[config.mk]
export PLATFORM = sky130hd
export DESIGN_NAME = div_arbiter
export DESIGN_NICKNAME = d
export VERILOG_FILES = /design/src/rtl/div_arbiter.sv
export SDC_FILE = /design/constraint.sdc
export NUM_CORES = 1
export LEC_CHECK = 0
export ABC_AREA = 1
export CAP_MARGIN = 20
export CORE_ASPECT_RATIO = 0.7
export CORE_MARGIN = 2
export CORE_UTILIZATION = 39
export CTS_CLUSTER_SIZE = 24
export DETAILED_ROUTE_END_ITERATION = 8
export PLACE_DENSITY = 0.82
export SETUP_SLACK_MARGIN = 0.1
export SLEW_MARGIN = 20
export SYNTH_ARGS = -nofsm -noshare
export SYNTH_HDL_FRONTEND = slang
export SYNTH_SLANG_ARGS = --single-unit
[constraint.sdc]
create_clock -name clk -period 3.27 [get_ports clk]
set_input_delay 0.981 -clock clk [delete_from_list [all_inputs] [get_ports clk]]
set_output_delay 0.981 -clock clk [all_outputs]
set_load 0.01 [all_outputs]
[src/rtl/div_arbiter.sv]
// div_arbiter: round-robin arbiter and sequencer that shares one divider
// between NREQ requesters. Only one operation is in flight at a time.
//
// Ports:
//   clk, reset            clock and asynchronous active-low reset
//   req_valid/req_ready   per-requester request handshake (ready is one-hot or zero)
//   req_dividend/divisor  flattened operands, requester i at [i*WIDTH +: WIDTH]
//   rsp_valid/rsp_ready   per-requester response handshake (valid is one-hot or zero)
//   rsp_quotient/rsp_remainder/rsp_id  shared result bus and owner of the response
//   busy                  high whenever an operation is in progress
//   div_*                 source/destination handshakes to the shared divider
module div_arbiter #(
  parameter int unsigned WIDTH = 16,
  parameter int unsigned NREQ  = 4,
  parameter int unsigned IDW   = $clog2(NREQ)
) (
  input  logic                  clk,
  input  logic                  reset,
  input  logic [NREQ-1:0]       req_valid,
  output logic [NREQ-1:0]       req_ready,
  input  logic [NREQ*WIDTH-1:0] req_dividend,
  input  logic [NREQ*WIDTH-1:0] req_divisor,
  output logic [NREQ-1:0]       rsp_valid,
  input  logic [NREQ-1:0]       rsp_ready,
  output logic [WIDTH-1:0]      rsp_quotient,
  output logic [WIDTH-1:0]      rsp_remainder,
  output logic [IDW-1:0]        rsp_id,
  output logic                  busy,
  output logic [WIDTH-1:0]      div_dividend,
  output logic [WIDTH-1:0]      div_divisor,
  output logic                  div_src_valid,
  input  logic                  div_src_ready,
  input  logic                  div_dest_valid,
  output logic                  div_dest_ready,
  input  logic [WIDTH-1:0]      div_quotient,
  input  logic [WIDTH-1:0]      div_remainder
);

  typedef enum logic [1:0] {
    S_IDLE  = 2'd0,
    S_ISSUE = 2'd1,
    S_WAIT  = 2'd2,
    S_RESP  = 2'd3
  } state_t;

  state_t           state;
  state_t           state_nxt;

  logic [IDW-1:0]   last_grant;
  logic [IDW-1:0]   owner;
  logic [IDW-1:0]   grant_idx;
  logic             grant_found;

  logic [WIDTH-1:0] op_dividend;
  logic [WIDTH-1:0] op_divisor;
  logic [WIDTH-1:0] res_quotient;
  logic [WIDTH-1:0] res_remainder;

  logic [WIDTH-1:0] dvd_arr [NREQ];
  logic [WIDTH-1:0] dvs_arr [NREQ];

  // Unpack the flattened operand buses
  always_comb begin
    for (int unsigned i = 0; i < NREQ; i++) begin
      dvd_arr[i] = req_dividend[i*WIDTH +: WIDTH];
      dvs_arr[i] = req_divisor[i*WIDTH +: WIDTH];
    end
  end

  // Round-robin grant: first valid requester after last_grant, wrapping
  always_comb begin
    int unsigned cand;
    cand        = 0;
    grant_found = 1'b0;
    grant_idx   = '0;
    for (int unsigned k = 1; k <= NREQ; k++) begin
      cand = (32'(last_grant) + k) % NREQ;
      if (!grant_found && req_valid[IDW'(cand)]) begin
        grant_found = 1'b1;
        grant_idx   = IDW'(cand);
      end
    end
  end

  // State register
  always_ff @(posedge clk or negedge reset) begin
    if (!reset) begin
      state <= S_IDLE;
    end else begin
      state <= state_nxt;
    end
  end

  // Next-state logic
  always_comb begin
    state_nxt = state;
    case (state)
      S_IDLE:  if (grant_found)      state_nxt = S_ISSUE;
      S_ISSUE: if (div_src_ready)    state_nxt = S_WAIT;
      S_WAIT:  if (div_dest_valid)   state_nxt = S_RESP;
      S_RESP:  if (rsp_ready[owner]) state_nxt = S_IDLE;
      default:                       state_nxt = S_IDLE;
    endcase
  end

  // Handshake outputs decoded from state; req_ready is forced low while reset
  // is asserted so no grant is visible before the state register is released
  always_comb begin
    req_ready      = '0;
    rsp_valid      = '0;
    rsp_id         = '0;
    div_src_valid  = 1'b0;
    div_dest_ready = 1'b0;
    busy           = 1'b1;
    case (state)
      S_IDLE: begin
        busy = 1'b0;
        if (grant_found && reset) begin
          req_ready = NREQ'(1) << grant_idx;
        end
      end
      S_ISSUE: div_src_valid  = 1'b1;
      S_WAIT:  div_dest_ready = 1'b1;
      S_RESP: begin
        rsp_valid = NREQ'(1) << owner;
        rsp_id    = owner;
      end
      default: busy = 1'b1;
    endcase
  end

  // Operand, owner, result and priority-pointer registers
  always_ff @(posedge clk or negedge reset) begin
    if (!reset) begin
      last_grant    <= IDW'(NREQ - 1);
      owner         <= '0;
      op_dividend   <= '0;
      op_divisor    <= '0;
      res_quotient  <= '0;
      res_remainder <= '0;
    end else begin
      if (state == S_IDLE && grant_found) begin
        op_dividend <= dvd_arr[grant_idx];
        op_divisor  <= dvs_arr[grant_idx];
        owner       <= grant_idx;
      end
      if (state == S_WAIT && div_dest_valid) begin
        res_quotient  <= div_quotient;
        res_remainder <= div_remainder;
      end
      if (state == S_RESP && rsp_ready[owner]) begin
        last_grant <= owner;
      end
    end
  end

  assign div_dividend  = op_dividend;
  assign div_divisor   = op_divisor;
  assign rsp_quotient  = res_quotient;
  assign rsp_remainder = res_remainder;

endmodule

# Word level (Yosys, flattened, before mapping)
# Cells that the tools add are included.
word_totals:
  word_cells: 75
  regBits: 70
  inputBits: 172
  output_inout_bits: 77
op_classes:
  reduce_logical: 12
  bitwise: 1
  n_mux: 36
  order_cmp: 6
  n_shift: 2
  addsub: 4
  eq_ne: 7
op_table:
  columns: ["operator", "n"]
  rows:
  - ["$bmux W16 S2", 2]
  - ["$mux W16", 4]
  - ["$mux W2", 9]
  - ["$lt A2 B3 Y1 const B", 5]
  - ["$mux W1", 12]
  - ["$mux W4", 3]
  - ["$bmux W1 S2", 5]
  - ["$ne A2 B2 Y1 const B", 4]
  - ["$pmux W2 S4", 1]
  - ["$shl A1 B2 Y4 const A", 2]
  - ["$logic_and A1 B1 Y1", 7]
  - ["$add A2 B1 Y2 const B", 2]
  - ["$add A2 B2 Y2 const B", 2]
  - ["$eq A2 B2 Y1 const B", 2]
  - ["$reduce_and A4 Y1", 1]
  - ["$ge A3 B3 Y1 const B", 1]
  - ["$logic_not A1 Y1", 3]
  - ["$not A2 Y3", 1]
  - ["$eq A2 B1 Y1 const B", 1]
  - ["$logic_not A2 Y1", 1]

# Depth between registers and ports, before layout
# Gate-level depths: netlist (run 1).
logic_depth:
  ltp_word: 17
  ltp_mapped: 19
  mapped_depth_nobuf: 16

# Worst setup path after synthesis (run 1)
# No wires, ideal clock.
synth_timing:
  kind: "input port to output port"
  from: "input port req_valid[0]"
  to: "output port req_ready[0]"
  stages: 11
  arrival_ns: 2.158
  required_time_ns: 2.289
  n_path_buf: 2
  path_slack_ns: 0.131
  path_cell_list: "nand2_1 nand2_1 nand2_2 nand2_2 nor2_4 nand3_2 nand2_2 buf_6 buf_6 inv_2 nor3_1"
synth_via:
  elab_chain_cells: 15
  word_cells_on_any_way: 26
  cone_classes: "shift (1); mux (18); reduce/logical (7)"
synth_lines:
  columns: ["item", "line", "source"]
  rows:
  - ["from (decl)", "19", "input logic [NREQ-1:0] req_valid,"]
  - ["$bmux W1 S2", "78", "if (!grant_found && req_valid[IDW'(cand)]) begin"]
  - ["$mux W1 (not written as such)", "78", null]
  - ["$mux W1", "78", null]
  - ["$logic_not A1 Y1", "78", null]
  - ["$logic_and A1 B1 Y1", "78", null]
  - ["$mux W1", "78", null]
  - ["$logic_not A1 Y1", "78", null]
  - ["$logic_and A1 B1 Y1", "78", null]
  - ["$mux W1", "78", null]
  - ["$logic_not A1 Y1", "78", null]
  - ["$logic_and A1 B1 Y1", "78", null]
  - ["$mux W2 / $mux W1 (equally long branches)", "78", null]
  - ["$shl A1 B2 Y4 / $logic_and A1 B1 Y1 (equally long branches)", "119, 118", null]
  - ["$mux W4 (*)", "118", "if (grant_found && reset) begin"]
  - ["$mux W4 (*)", "115", "case (state)"]
  - ["to (decl)", "20", "output logic [NREQ-1:0] req_ready,"]
# Every way passes the cells marked *; elsewhere a longest branch is shown, timed or not. The select of a mux whose other input is x is not followed.

# Worst setup path after layout (run 1)
layout_timing:
  from: "input port req_valid[2]"
  to: "output port req_ready[1]"
# Same word-level chain as after synthesis.

==> results of run 1 <==
-- worst max-delay path: stages --
cell	delay, ps
buf_2	100
nand2_1	60
nand2_2	80
nand2_1	70
nand2_2	110
inv_2	60
nand2_1	70
nor2_2	50
a21oi_4	220
inv_2	90
nor3_2	130
buf_2	160
-- stage by stage --
stage | utilization | instance area, µm² | worst slack (ps) | power [W]
finish | 0.667 | 7310 | 103 | 0.00807
global route | 0.667 | 7310 | -4.84 | 0.00887
CTS | 0.661 | 7250 | 106 | 0.00802
detailed placement | 0.628 | 6890 | -679 | 0.00693
global placement | 0.628 | 6890 | -635 | 0.00685
floorplan | - | 4370 | 131 | 0.00525
-- power by group through the flow --
stage               clock (W)  combinational [W]  sequential [W]
floorplan                   0            0.00355         0.00170
global placement            0            0.00530         0.00155
detailed placement          0            0.00536         0.00157
CTS                  0.000942            0.00551         0.00156
global route         0.000987            0.00628         0.00160
finish               0.000919            0.00560         0.00155
-- sequential cells by signal, summed over array words and instances (netlist names) --
| signal | cells |
|---|---|
| rsp_quotient | 16 |
| state | 2 |
| div_divisor | 16 |
| last_grant | 2 |
| rsp_remainder | 16 |
| div_dividend | 16 |
| owner | 2 |
-- kinds of logic (layout without fill, tap and decap cells) --
kind of cell	after synthesis	after routing
muxes	32	32
buffers and inverters	55	302
DFF	70	70
AOI/OAI and AO/OA	12	12
and+or+nand+nor	452	452
adders and majority gates	4	4
-- timing repair --
action	4_1_cts	5_1_grt
pin swaps	20	3
gates resized for setup	56	6
setup buffers	3	6
endpoints found under the setup margin	4	4
-- cell type report --
class	instances	share of cell area
Clock inverter	7	0.00770
Timing Repair Buffer	269	0.356
Clock buffer	9	0.0308
Sequential cell	70	0.240
Multi-Input combinational cell	500	0.330
Inverter	17	0.00941
Tap cell	153	0.0262
-- cell usage in the layout (no fill, tap or decap), drive strengths merged --
cell type,count
o22ai,1
a21boi,1
ha,4
clkinvlp,1
clkdlybuf4s50,239
nand3,71
clkbuf,9
dfrtp,68
nand2,366
nor3,6
and2,1
buf,30
mux2,32
clkinv,4
nor2,8
dfstp,2
o21ai,5
a21oi,5
inv,19
-- layer usage --
metal | wire length [µm] | vias up | track usage
li1 | - | 2444 | -
met1 | 6200 | 2229 | 0.291
met2 | 6950 | 180 | 0.407
met3 | 1630 | 19 | 0.0971
met4 | 188 | 0 | 0.0559
met5 | 0 | - | 0
-- path summary, 6_finish.rpt --
path / to / slack [ps] / cells past startpoint
setup / recovery: req_ready[1] / 100 / 12
hold / removal: div_divisor[13] / 480 / 2
setup reg to reg: div_divisor[13] / 720 / 16
hold reg to reg: div_divisor[13] / 480 / 2
max in group asynchronous: div_dividend[12] / 1740 / 2
min in group asynchronous: state[1] / 940 / 2
==> results.cfg, run 1 <==
[min_path]
hold_path.class = register to register
hp-start = div_divisor[13]

[timing]
post-route-period-util = 0.968
holdWs_ps = 478
tns_ps = 0
maxSlewViolCount = 0
hold_viol = 0
rsz0062_at_grt = true
slew_headroom = 0.398
period_needed_ps = 3170
setup_viol = 0
tightest_slew_ps = 903
max_freq_mhz = 316
final.setup_skew_ps = 7.20

[final_layout]
antenna-diode-count = 0
final_net_count = 1043
fin_cells = 1025
regArea_um2 = 1750
multi_input_area_um2 = 2410
fill_cells = 941
area_growth_pct = 67.2
drive_above_1_share = 0.139

[floorplanning]
die-area_um2 = 12100
coreArea_um2 = 11000
die_w_um = 131
ios = 249
die_h_um = 92.6
rows = 32
initial_core_util = 0.399

[clocking]
clk_pin_slew_ps = 60
cts_tree = yes
numCtsBuffers = 9
cts_hold_buffers = 0
root_buffer = clkbuf_16
insertion_delay_ps = 320
cts_max_level = 3
cts.path.max_buffers = 2
cts.sinks = 70

[setup_path]
r2r-start = last_grant[0]
end_kind = primary output
arrival_ps = 2190
crit_required_ps = 2290
critPathLaunchType = input pin
crit_path_start = req_valid[2]
worstSetupPathType = input pin to primary output
crit_fanout = 5

[drt]
dr.pass1.iters = 4
avgRoutedWirePerCell_um = 14.6
first_iter_violations = 133
via_per_inst = 4.75
drtAntennaViolNets = 0
vias = 4872
totalWireLength_mm = 15.0
drc_errors = 0

[synth]
synthAdderAreaFrac = 0.0114
yosysMostFrequentCell = nand2_1
synth_top_cell_by_area = dfrtp_1
synth_xor_xnor_area_share = 0
synth_edf_count = 0
synth.top_cells.by_count = nand2_1 (360), nand3_1 (70), dfrtp_1 (68)
syn_inst = 625
ys_ff_latch = 70
synth_nets = 801
synthesis.area_um2 = 4370
yosysWarnings = 0
yosys.area_share.simple = 0.417
synth-compound-area-share = 0.0172
ys_seq_area_frac = 0.401
synth.distinct_cells = 27
yosysTopAreaCellShare = 0.389
synth_top_family_by_area = simple AND/OR/NAND/NOR gates
syn_area_per_cell_um2 = 7.00
synth.area.mux_share = 0.0824
synth_area_leaders = dfrtp_1 (39%), nand2_1 (31%), mux2_2 (8.2%), nand3_1 (8.0%), buf_6 (1.8%)
ys.flop_type = dfrtp_1
async_flop_share = 1.00

[global_route]
grt_pass1_vias = 4768
grt_overflow_total = 0
grt_start_max_net_pins = 71
grt_pass1_wl_mm = 23.0
antenna_found_initial = 0
grtUsageTotal = 0.242

[placed_design]
io_buffers = 248
hpwl_mm = 10.7
gp_congestion = 0.892
placedCellCount = 1000

[power]
vdd_drop_max_mv = 0.887
swShare = 0.485
intPower_w = 0.00415
p_seq_frac = 0.192
pwr-share-comb = 0.694
pwr-share-clk = 0.114
cellPowerDensity_nw_per_um2 = 1100
power.switching_w = 0.00391
leakagePower_nw = 3.61

[run_status]
status = completed

[job]
maxCapViolCount = 0
Note: power is estimated with default switching activity, not from simulation.
==> run 2, diff against run 1 <==
--- a/config.mk
+++ b/config.mk
@@ -10,7 +10,6 @@
 export CORE_ASPECT_RATIO = 0.7
 export CORE_MARGIN = 2
 export CORE_UTILIZATION = 39
-export CTS_CLUSTER_SIZE = 24
 export DETAILED_ROUTE_END_ITERATION = 8
 export PLACE_DENSITY = 0.82
 export SETUP_SLACK_MARGIN = 0.1
==> results of run 2 <==
The final DEF is identical to that of run 1; final timing and power are the same.
==> run 3, diff against run 2 <==
--- a/config.mk
+++ b/config.mk
@@ -10,6 +10,8 @@
 export CORE_ASPECT_RATIO = 0.7
 export CORE_MARGIN = 2
 export CORE_UTILIZATION = 39
+export CTS_BUF_LIST = sky130_fd_sc_hd__clkbuf_16
+export CTS_CLUSTER_SIZE = 28
 export DETAILED_ROUTE_END_ITERATION = 8
 export PLACE_DENSITY = 0.82
 export SETUP_SLACK_MARGIN = 0.1
==> results of run 3 <==
The final DEF is identical to that of run 1; final timing and power are the same.
==> edit 1 (settings of run 3) <==
Re-encode `state_t` (4 states) as one-hot, 4 bits wide.
--- a/src/rtl/div_arbiter.sv
+++ b/src/rtl/div_arbiter.sv
@@ -36,11 +36,11 @@
   input  logic [WIDTH-1:0]      div_remainder
 );
 
-  typedef enum logic [1:0] {
-    S_IDLE  = 2'd0,
-    S_ISSUE = 2'd1,
-    S_WAIT  = 2'd2,
-    S_RESP  = 2'd3
+  typedef enum logic [3:0] {
+    S_IDLE  = 4'b0001,
+    S_ISSUE = 4'b0010,
+    S_WAIT  = 4'b0100,
+    S_RESP  = 4'b1000
   } state_t;
 
   state_t           state;
Behaviour: same outputs for any inputs over 4 cycles, from zero or initial values and one cycle with reset low; so few cycles prove little.
==> edit 1 against run 3 <==
  * Count of clock-buffer cells in the layout stayed put
  * Clock skew is 0.0020 ns lower
  * Setup slack worse by 0.091 ns
  * Synthesized area is 2.1% higher
  * Synthesized cell count is 13% higher
  * Cell area is 3.5% higher
  * Total power is 6.6% lower
  * Sequential cell count is 2 higher
  * Worst hold slack worse by 0.0086 ns
  * Wire length is 7.6% higher
  * Register-to-register slack worse by 0.16 ns
  * Sequential share of layout area is 0.14 points lower
  * Core utilization is 1.6 points higher
  * Critical path type unchanged
  * Largest cell class unchanged
  * Highest routed layer unchanged
==> edit 1: results (changes against run 3) <==
result of the run finished clean; clock buffer depth 2 (unchanged); CTS Root Buffer Type clkbuf_16; post-synth cell types 23 (-15%); standby leakage power 0.00388 uW (+7.5%); total via count in the routed design 5328 (+9.4%); Worst Hold End rsp_remainder[3]$_DFFE_PN0P_; number of synthesis warnings 0 (unchanged); via count of the first global-routing pass 4995 (+4.8%); Avg Inst Size Synth 6.33 um^2 (-9.5%); initial DRC count 333 (+150%); reported combinational group power 4990 uW (-11%); share of the synthesized netlist area taken by xor and xnor gates 0% (unchanged); Clk Latency, worst-skew pair 0.33 ns; largest clock skew in the final design 0.00522 ns (-0.00198 ns); adder-cell share of the synthesized area 0% (-1.1 points); post-layout instance count excluding filler cells 1111 (+8.4%); sequential element share of the synthesized area 40.4% (+0.33 points); post-DP HPWL 11.1 mm (+3.9%); iteration count of the initial detailed-routing pass 4 (unchanged); Post-Synthesis Net Count 877 (+9.5%); share of flip-flops with an asynchronous set or reset after synthesis 100% (unchanged); final critical-path required period 3.26 ns (+0.0914 ns); cell type of the slowest stage on the worst timing path nor2_4; final count of hold timing violations 0 (unchanged); Min-Delay Path Class flop to flop; maximum vdd drop 802 uV (-9.6%); TritonCTS buffer count 9 (unchanged); capture instance of the worst register-to-register path div_dividend[5]$_DFFE_PN0P_; layout cells sized above 1 10.7% (-3.2 points); global routing usage summed across all routing layers 25.8% (+1.6 points); Compound-Gate Fraction of Synth Area 1.26% (-0.46 points); Cells on Worst Hold Path 2 (unchanged); number of cells traversed by the worst register-to-register path 16 (unchanged); switching part of the total 47.4% (-1.1 points); number of port buffers 248 (unchanged); setup slack, reg-to-reg 0.56 ns (-0.16 ns); actual transition at the worst max-transition pin 0.918 ns (+0.0150 ns); wire length per cell 14.5 um (-0.77%); worst setup path endpoint req_ready[2]; stage delay of the slowest cell on the critical path 0.19 ns (-0.03 ns); worst-path fanout max 4 (-1); wire length of the first global-routing pass 25.2 mm (+9.8%); final estimated routing congestion in global placement 0.840 (-5.8%); maximum number of pins on one net before global-route repair 73 (+2.8%); htree depth 3 (unchanged); antenna violations before repair 1 (+1); commonest cells in the netlist nand2_1, nand3_1, dfrtp_1; startpoint of the worst setup timing path req_valid[0]; top cells by area, synth dfrtp_1, nand2_1, nand3_1; startpoint of the lowest-slack register-to-register path last_grant[0]$_DFFE_PN1P_; Clk pwr share 13.2% (+1.8 points); clock slew at reported path FFs 0.06 ns (about the same); Top Family by Delay on Critical Path simple AND/OR/NAND/NOR gates; share of synthesized area spent on multiplexers 0% (-8.2 points); pre-CTS worst setup slack -0.667 ns (+0.0115 ns); beginning of the worst hold path rsp_remainder[3]$_DFFE_PN0P_; Data arrival, critical path 2.28 ns (+0.09 ns)
## edit 1: cell count changes in the layout (fill, tap and decap cells not counted), moves of 5 or more
cell / change
nand2_4: +5
buf_4: +6
nand2_1: +94
mux2_2: -32
nor3_1: +5
## edit 1: logic make-up (layout without fill, tap and decap cells)
| group | after synthesis | in the layout |
|---|---|---|
| AND/OR/NAND/NOR | 561 | 561 |
| AO/OA/AOI/OAI | 10 | 10 |
| flip-flops | 72 | 72 |
| other | 0 | 1 |
| buffers and inverters | 62 | 314 |
## edit 1: repair_timing
item | in CTS | in global routing
pin swaps | 13 | 20
resized for setup | 41 | 35
setup endpoints to repair | 4 | 4
setup buffers | 4 | 10
## edit 1: final cells by class
cell class              instances  area [um^2]
fillers                       970         3520
repair buffers                276         2710
multi-input cells             571         2470
flip-flops and latches         72         1810
clock buffers                   9          225
well taps                     153          191
inverters                      22         92.6
clock inverters                 7         77.6
diodes                          1         2.50
## edit 1: per-layer routing
layer | GRT usage, % | share of wire [%] | up-vias
met5 | 0 | 0 | -
met4 | 6.52 | 1.6 | 0
met3 | 8.89 | 9.4 | 26
met2 | 42.5 | 47 | 221
met1 | 32.6 | 42 | 2409
li1 | - | - | 2672
## edit 1: through the flow
stage / utilization (%) / power [uW] / TNS (ns) / instance area (um^2) / hold WS (ns)
2_1_floorplan: - / 4520 / 0 / 4460 / 0.501
3_3_place_gp: 63.3 / 6140 / -2.42 / 7020 / 0.452
3_5_place_dp: 63.3 / 6200 / -2.86 / 7020 / 0.459
4_1_cts: 66.7 / 7320 / 0 / 7390 / 0.474
5_1_grt: 68.3 / 8220 / -0.0986 / 7570 / 0.492
6_report: 68.3 / 7530 / 0 / 7570 / 0.470
## edit 1: tightest hold or removal path, cell delays in order, from the launching register on
cell and delay [ns]:
dfrtp_1 0.34, nand2_1 0.05, nand2_1 0.04
==> edit 2 (config.mk and constraints of run 3) <==
Made on the original files. `WIDTH`: 16 -> 32.
--- a/src/rtl/div_arbiter.sv
+++ b/src/rtl/div_arbiter.sv
@@ -10,7 +10,7 @@
 //   busy                  high whenever an operation is in progress
 //   div_*                 source/destination handshakes to the shared divider
 module div_arbiter #(
-  parameter int unsigned WIDTH = 16,
+  parameter int unsigned WIDTH = 32,
   parameter int unsigned NREQ  = 4,
   parameter int unsigned IDW   = $clog2(NREQ)
 ) (
Interface: changed (8 resized); port bits go from 249 to 473. The function was not compared with the original's and may differ.
==> edit 2 against run 3 <==
  * The flow now finishes with violations (setup timing)
  * Combinational power up 93%
  * Die area grew 80%
  * Final cell count rose by 84%
  * Cell area increased by 88%
  * Wire length increased by 120%
  * Setup slack got worse by 0.32 ns
  * Total power up 93%
  * Critical path depth grew 1
  * Synthesized area rose by 84%
  * Via count rose by 92%
  * Sequential cell count is 64 higher
  * Global-route usage grew 4.0 points
  * Largest cell class unchanged
==> edit 2: results (changes against run 3) <==
share of flip-flops with an asynchronous set or reset after synthesis 100% (unchanged); top cells by area, synth dfrtp_1, nand2_1, mux2_2; ys flop type dfrtp_1; commonest cells in the netlist nand2_1, nand3_1, dfrtp_1; share of the synthesized netlist area taken by xor and xnor gates 0% (unchanged); antenna violations before repair 0 (unchanged); Data arrival, critical path 2.51 ns (+0.32 ns); wire length of the first global-routing pass 47.9 mm (+110%); number of antenna repair diodes 0 (unchanged); iteration count of the initial detailed-routing pass 5 (+1); violations in the final reports setup timing; share of synthesized area spent on multiplexers 8.97% (+0.73 points); clock slew at reported path FFs 0.06 ns (about the same); Compound-Gate Fraction of Synth Area 0.841% (-0.88 points); number of synthesis warnings 0 (unchanged); post-DP HPWL 22.6 mm (+110%); post-synth cell types 25 (-7.4%); EDFF count, synth 0 (unchanged); TNS Setup -0.710 ns (-0.710 ns); global routing usage summed across all routing layers 28.2% (+4.0 points); standby leakage power 0.00679 uW (+88%); Post-Synthesis Net Count 1480 (+85%); final wirelength 32.3 mm (+120%); htree depth 4 (+1); via count of the first global-routing pass 9167 (+92%); Final #Nets 1934 (+85%); worst-path fanout max 6 (+1); largest clock skew in the final design 0.0169 ns (+0.00970 ns); clock buffer depth 2 (unchanged); sequential element share of the synthesized area 41.8% (+1.6 points); CTS Root Buffer Type clkbuf_16; maximum number of pins on one net before global-route repair 85 (+20%); total of endpoints with negative setup slack in the final report 4 (+4); post-route setup slack -0.217 ns (-0.320 ns); TritonCTS buffer count 17 (+8); maximum vdd drop 1370 uV (+55%); final estimated routing congestion in global placement 0.900 (+0.91%); initial DRC count 607 (+360%); Min-Delay Path Class flop to flop; Clk Latency, worst-skew pair 0.43 ns (+0.11 ns); adder-cell share of the synthesized area 0.623% (-0.52 points); number of port buffers 472 (+90%); DR vias/cell 4.96 (+4.4%); layout cells sized above 1 11.9% (-2.0 points); result of the run finished, violations left; actual transition at the worst max-transition pin 0.859 ns (-0.0444 ns)
[edit 2: changes by cell type after synthesis, sizes merged]
cell,before,now
nand2,366,686
clkbuf,7,18
mux2,32,64
dfrtp,68,132
nand3,71,135
buf,31,59
[edit 2: layer usage]
layer | wire length (um) | track usage [%]
met3 | 2830 | 8.61
met1 | 11800 | 32.0
met4 | 1250 | 10.2
met5 | 0 | 0
met2 | 16500 | 50.7
[edit 2: what timing repair did]
action,in CTS,in global routing
resized for setup,57,32
hold buffers,0,0
setup buffers,13,5
pin swaps,24,16
cloned,0,0
setup endpoints to repair,40,40
[edit 2: area by class of cell]
type                    count  area [um^2]
clock buffers              17          425
clock inverters            15          140
fillers                  1572         6260
inverters                  17         68.8
multi-input cells         916         4380
flip-flops and latches    134         3360
well taps                 270          338
repair buffers            512         5050
[edit 2: worst paths after layout]
kind                                                 to  cells past startpoint  slack [ns]                        start
max reg2reg                 div_dividend[7]$_DFFE_PN0P_                     16        0.16    last_grant[0]$_DFFE_PN1P_
min reg2reg                 div_divisor[11]$_DFFE_PN0P_                      2        0.47  div_divisor[11]$_DFFE_PN0P_
max in group asynchronous   div_divisor[30]$_DFFE_PN0P_                      4        1.31                        reset
min                         div_divisor[11]$_DFFE_PN0P_                      2        0.47  div_divisor[11]$_DFFE_PN0P_
max                                        req_ready[1]                     13       -0.22    last_grant[0]$_DFFE_PN1P_
min in group asynchronous  rsp_quotient[30]$_DFFE_PN0P_                      2        0.75                        reset
[edit 2: critical path: stages, from the launching register on]
cell and delay (ns):
dfstp_2 0.65, buf_6 0.13, nand2_2 0.05, nand2_2 0.11
nand2_2 0.09, nand2_2 0.12, inv_2 0.07, nand2_2 0.09
nor2_4 0.05, a21oi_4 0.19, inv_2 0.10, buf_6 0.13
nor3_4 0.16, buf_2 0.15
[edit 2: kinds of logic (layout without fill, tap and decap cells)]
| logic type | Yosys count | after routing |
|---|---|---|
| buffers and inverters | 94 | 561 |
| DFF | 134 | 134 |
| AOI/OAI and AO/OA | 12 | 12 |
| and+or+nand+nor | 836 | 836 |
| adders and majority gates | 4 | 4 |
| muxes | 64 | 64 |
[edit 2: metrics by stage]
step                      area (um^2)  std cells  power (uW)  setup WS, ns
after CTS                       13600       1875       15300       -0.0503
after global placement          12900       1830       12900        -0.808
after detailed placement        12900       1830       13100        -0.849
after floorplan                  8040       1144        9720        0.0721
final                           13800       1881       15600        -0.217
after global routing            13800       1881       16900        -0.313
[edit 2: power by group]
group | leakage, uW | switching, uW | internal [uW] | total [uW]
sequential | 0.00164 | 466 | 2490 | 2950
combinational | 0.00488 | 6410 | 4370 | 10800
clock | 0.000269 | 830 | 1000 | 1830
